===== config.mk =====
export PLATFORM = sky130hd
export DESIGN_NAME = ctrl_pipeline
export DESIGN_NICKNAME = d
export VERILOG_FILES = /design/src/rtl/ctrl_pipeline.sv
export SDC_FILE = /design/constraint.sdc
export NUM_CORES = 1
export LEC_CHECK = 0
export ABC_AREA = 1
export CAP_MARGIN = 20
export CORE_MARGIN = 1
export CORE_UTILIZATION = 38
export DETAILED_ROUTE_END_ITERATION = 8
export GPL_TIMING_DRIVEN = 1
export PLACE_DENSITY = 0.8
export SLEW_MARGIN = 5
export SYNTH_ARGS = -nofsm -noshare
export SYNTH_HDL_FRONTEND = slang
export SYNTH_SLANG_ARGS = --single-unit

===== constraint.sdc =====
create_clock -name clk -period 0.95 [get_ports clk]
set_input_delay 0.19 -clock clk [delete_from_list [all_inputs] [get_ports clk]]
set_output_delay 0.19 -clock clk [all_outputs]
set_load 0.02 [all_outputs]

===== src/rtl/ctrl_pipeline.sv =====
// Control-signal pipeline (ID/EX, EX/MEM, MEM/WB) with load-use stall and branch flush.
// Optional macro HAZARD_DETECT_EN enables the load-use stall; without it stall is tied to 0.
module ctrl_pipeline (
  input  logic       clk,
  input  logic       rst,
  input  logic       id_RegDst,
  input  logic       id_Branch,
  input  logic       id_MemRead,
  input  logic       id_MemtoReg,
  input  logic       id_MemWrite,
  input  logic       id_ALUSrc,
  input  logic       id_RegWrite,
  input  logic [1:0] id_ALUOp,
  input  logic [4:0] id_rs,
  input  logic [4:0] id_rt,
  input  logic       mem_zero,
  output logic       ex_RegDst,
  output logic       ex_ALUSrc,
  output logic       ex_MemRead,
  output logic [1:0] ex_ALUOp,
  output logic [4:0] ex_rt,
  output logic       mem_Branch,
  output logic       mem_MemRead,
  output logic       mem_MemWrite,
  output logic       wb_RegWrite,
  output logic       wb_MemtoReg,
  output logic       stall,
  output logic       flush
);

  typedef struct packed {
    logic       reg_dst;
    logic       branch;
    logic       mem_read;
    logic       mem_to_reg;
    logic       mem_write;
    logic       alu_src;
    logic       reg_write;
    logic [1:0] alu_op;
    logic [4:0] rt;
  } idex_t;

  typedef struct packed {
    logic branch;
    logic mem_read;
    logic mem_write;
    logic reg_write;
    logic mem_to_reg;
  } exmem_t;

  typedef struct packed {
    logic reg_write;
    logic mem_to_reg;
  } memwb_t;

  idex_t  idex;
  exmem_t exmem;
  memwb_t memwb;
  idex_t  id_bundle;

  assign id_bundle = '{reg_dst: id_RegDst, branch: id_Branch, mem_read: id_MemRead,
                       mem_to_reg: id_MemtoReg, mem_write: id_MemWrite, alu_src: id_ALUSrc,
                       reg_write: id_RegWrite, alu_op: id_ALUOp, rt: id_rt};

`ifdef HAZARD_DETECT_EN
  // Load in EX whose destination feeds the instruction in ID; $zero never creates a hazard.
  assign stall = idex.mem_read && (idex.rt != 5'd0) &&
                 ((idex.rt == id_rs) || (idex.rt == id_rt));
`else
  logic unused_rs;
  assign unused_rs = ^id_rs;
  assign stall = 1'b0;
`endif

  assign flush = exmem.branch && mem_zero;

  // A flush squashes both younger stages and therefore overrides a simultaneous stall.
  always_ff @(posedge clk or posedge rst) begin
    if (rst) begin
      idex  <= '0;
      exmem <= '0;
      memwb <= '0;
    end else begin
      memwb <= '{reg_write: exmem.reg_write, mem_to_reg: exmem.mem_to_reg};
      if (flush) begin
        exmem <= '0;
      end else begin
        exmem <= '{branch: idex.branch, mem_read: idex.mem_read, mem_write: idex.mem_write,
                   reg_write: idex.reg_write, mem_to_reg: idex.mem_to_reg};
      end
      if (flush || stall) begin
        idex <= '0;
      end else begin
        idex <= id_bundle;
      end
    end
  end

  assign ex_RegDst    = idex.reg_dst;
  assign ex_ALUSrc    = idex.alu_src;
  assign ex_MemRead   = idex.mem_read;
  assign ex_ALUOp     = idex.alu_op;
  assign ex_rt        = idex.rt;
  assign mem_Branch   = exmem.branch;
  assign mem_MemRead  = exmem.mem_read;
  assign mem_MemWrite = exmem.mem_write;
  assign wb_RegWrite  = memwb.reg_write;
  assign wb_MemtoReg  = memwb.mem_to_reg;

endmodule


=== Word-level counts from Yosys, hierarchy flattened ===
Cells that the tools add are included.

* Flip-flop bits (word level): 21
* Bits of input ports: 22
* Output and inout bits: 17
* Logic and storage cells: 19

* Multiplexer cells: 2
* Reductions and logical operators: 1

{| class="wikitable"
|+ Operator list
! operator !! count
|-
| two-way mux 14 bit || 1
|-
| two-way mux 5 bit || 1
|-
| logical AND 1 bit || 1
|}

=== Logic depth before layout (Yosys ltp) ===
* Depth after elaboration: 2
* Depth in mapped cells: 3
* Mapped depth without buffers: 2

=== Worst setup path before layout ===
OpenSTA, ideal clock, no wires.

* Path type: register to output
* Start point: reg exmem, in the netlist mem_Branch
* End point: out flush
* Arrival time: 0.829 ns
* Path slack: -0.069 ns
* Cell stages (with the launch flop): 4
* Buffers on the path: 1
* Path through: dfrtp_1 > buf_6 > nand2_1 > inv_1

* Word-level cells in the longest chain between the ends: 1

{| class="wikitable"
|+ RTL lines
! element !! RTL line !! text
|-
| start, declared || 57 || <nowiki>exmem_t exmem;</nowiki>
|-
| start signal, assigned || 88 || <nowiki>exmem <= '{branch: idex.branch, mem_read: idex.mem_read, mem_write: idex.mem_write,</nowiki>
|-
| logical AND 1 bit || 75 || <nowiki>assign flush = exmem.branch && mem_zero;</nowiki>
|-
| end, declared || 28 || <nowiki>output logic flush</nowiki>
|}

No other way between the ends.

=== Worst setup path after layout ===
Ends and elaborated chain as after synthesis.

==> impl_metrics.json <==
{
  "synth_area_sq_um": 800,
  "power_density_mw_per_mm2": 1450,
  "synth_area_per_cell_sq_um": 10.7,
  "rsz0062_at_grt": "yes",
  "design.die.area_sq_mm": 0.00229,
  "ant_nets": 0,
  "end_kind": "output pin",
  "pwr-share-seq": 0.523,
  "cp_data_required_time_ns": 0.76,
  "p_leak_nw": 0.643,
  "htreeDepth": 1,
  "fillCellCount": 163,
  "yosysSeqAreaShare": 0.657,
  "tritoncts": "built",
  "via_per_inst": 4.24,
  "synthToLayoutAreaGrowth_pct": 62.8,
  "synthCells": 75,
  "ys_ff_latch": 21,
  "grt_overflow_total": 0,
  "hpwl_um": 988,
  "numClockSinks": 21,
  "clk_latency_ns": 0.31,
  "hold_class": "in2async",
  "die_y_um": 47.9,
  "routed_wl_um": 1720,
  "wire_per_inst_um": 12.8,
  "die_w_um": 47.9,
  "finalHoldViolCount": 0,
  "drv_slew": 0,
  "switchingPower_uw": 524,
  "port_buffers": 32,
  "crit_start": "mem_Branch",
  "dr.pass1.iters": 4,
  "violations": "negative setup slack",
  "cts.clk_slew.worst_paths_ns": 0.12,
  "synth.distinct_cells": 8,
  "yosys.area.top_type": "dfrtp_1",
  "drt_iter0_drc": 8,
  "postLayoutSetupSlackWorst_ns": -0.210,
  "antenna_found_initial": 0,
  "synth_top_cell_area_share": 0.657,
  "worstPathArrival_ns": 0.97,
  "grt_pass1_wl_um": 2070,
  "p_int_mw": 1.37,
  "cts-root-buf": "clkbuf_4",
  "maxCapViolCount": 0,
  "min_period_ns": 1.16,
  "start_util": 0.408,
  "synth_fp_nets": 97,
  "gp_congestion": 0.588,
  "ys_top_cells_by_area": "dfrtp_1 (66%), a21oi_1 (12%), inv_1 (9.9%), buf_4 (7.5%), buf_6 (2.8%)",
  "grt_pass1_vias": 506,
  "numCtsBuffers": 3,
  "ys_warn_count": 0,
  "ir_drop_v": 0.000903,
  "fin_skew_ns": 0.00780,
  "dp_cells": 127,
  "status": "finished, violations left",
  "dr_total_vias": 572,
  "pin_count": 39,
  "layout_common_cells": "inv_1 (20), dfrtp_1 (20), a21oi_2 (17), buf_6 (17), clkdlybuf4s50_1 (16)",
  "drc_errors": 0,
  "grt_start_max_net_pins": 20,
  "final_nets": 131,
  "crit_path_max_fanout": 3,
  "power_switching_share": 0.277,
  "n_antenna_cell": 0,
  "finalCritPeriodShare": 1.22,
  "p_comb_frac": 0.251,
  "start_kind": "flop",
  "reg2reg_from": "mem_Branch",
  "fmax_mhz": 862,
  "final_util": 0.663,
  "crit_type": "reg2out",
  "num_rows": 16,
  "cts_buffer_depth": 2,
  "setup_viol": 35,
  "p_clk_frac": 0.227,
  "drive_gt1_frac": 0.463,
  "instances_no_fill": 135,
  "coreArea_sq_mm": 0.00196,
  "track_usage": 0.138
}
-- layout make-up --
class,instances,area [sq um],share of cell area
clock buffer,3,22.5,0.0173
clock inverter,1,5.00,0.00385
inverter,21,78.8,0.0606
multi-input combinational,21,180,0.138
sequential,21,527,0.405
tap,27,33.8,0.0260
timing repair buffer,41,454,0.349
-- cells in the mapped netlist (all sizes together) --
library cell and count:
a21oi 19, buf 12, conb 1, dfrtp 21, inv 21, nand2 1
-- path summary, 6_finish.rpt --
kind,endpoint,slack [ns],depth (start not counted)
worst max register to register,mem_Branch,-0.20,5
worst max-delay path,flush,-0.21,3
max in group asynchronous,ex_rt[0],0.61,3
worst min register to register,wb_RegWrite,0.36,0
worst min-delay path,mem_MemWrite,0.20,3
min in group clk,wb_RegWrite,0.36,0
-- power groups by stage --
stage	logic, mW	registers (mW)	clock network [mW]
3_3_place_gp	0.351	0.996	0
2_1_floorplan	0.165	1.03	0
4_1_cts	0.389	0.990	0.429
3_5_place_dp	0.360	0.999	0
6_report	0.474	0.990	0.429
5_1_grt	0.505	0.998	0.485
-- kinds of logic after synthesis --
group                  count (synthesis)  share of synthesized area
flip-flops                            21                      0.657
AO/OA/AOI/OAI                         19                      0.119
buffers and inverters                 33                      0.214
AND/OR/NAND/NOR                        1                    0.00469
other                                  1                    0.00469
-- worst max-delay path: stages (launching register included) --
cell,delay (ns)
dfrtp_2,0.44
nand2_2,0.07
inv_2,0.04
buf_6,0.12
-- timing repair --
item / in CTS / in global routing
endpoints found under the setup margin: 16 / 33
hold buffers: 0 / 0
pin swaps: 3 / 15
buffers inserted: 2 / 1
cloned: 0 / 1
resized for setup: 99 / 22
-- metrics by stage --
stage	setup TNS [ns]	hold WS, ns	total power, mW	setup WS (ns)	instance area [sq um]
5_1_grt	-4.57	0.213	1.99	-0.245	1300
2_1_floorplan	0	0.166	1.20	0.00245	801
3_3_place_gp	-5.56	0.333	1.35	-0.623	1110
4_1_cts	-2.13	0.216	1.81	-0.200	1180
3_5_place_dp	-6.06	0.336	1.36	-0.626	1110
6_report	-3.56	0.203	1.89	-0.210	1300
-- state kept, by name (all words and copies together) (netlist names), 2 cells and up --
name,cells
ex_rt,5
idex,4
ex_ALUOp,2
exmem,2
-- routing by layer --
| metal | up-vias | track usage | routed length, um |
|---|---|---|---|
| met3 | 2 | 0.0340 | 98 |
| li1 | 278 | - | - |
| met5 | - | 0 | 0 |
| met4 | 0 | 0.0833 | 7 |
| met2 | 27 | 0.230 | 989 |
| met1 | 265 | 0.158 | 628 |
No activity file was read; power rests on OpenSTA's default activity.
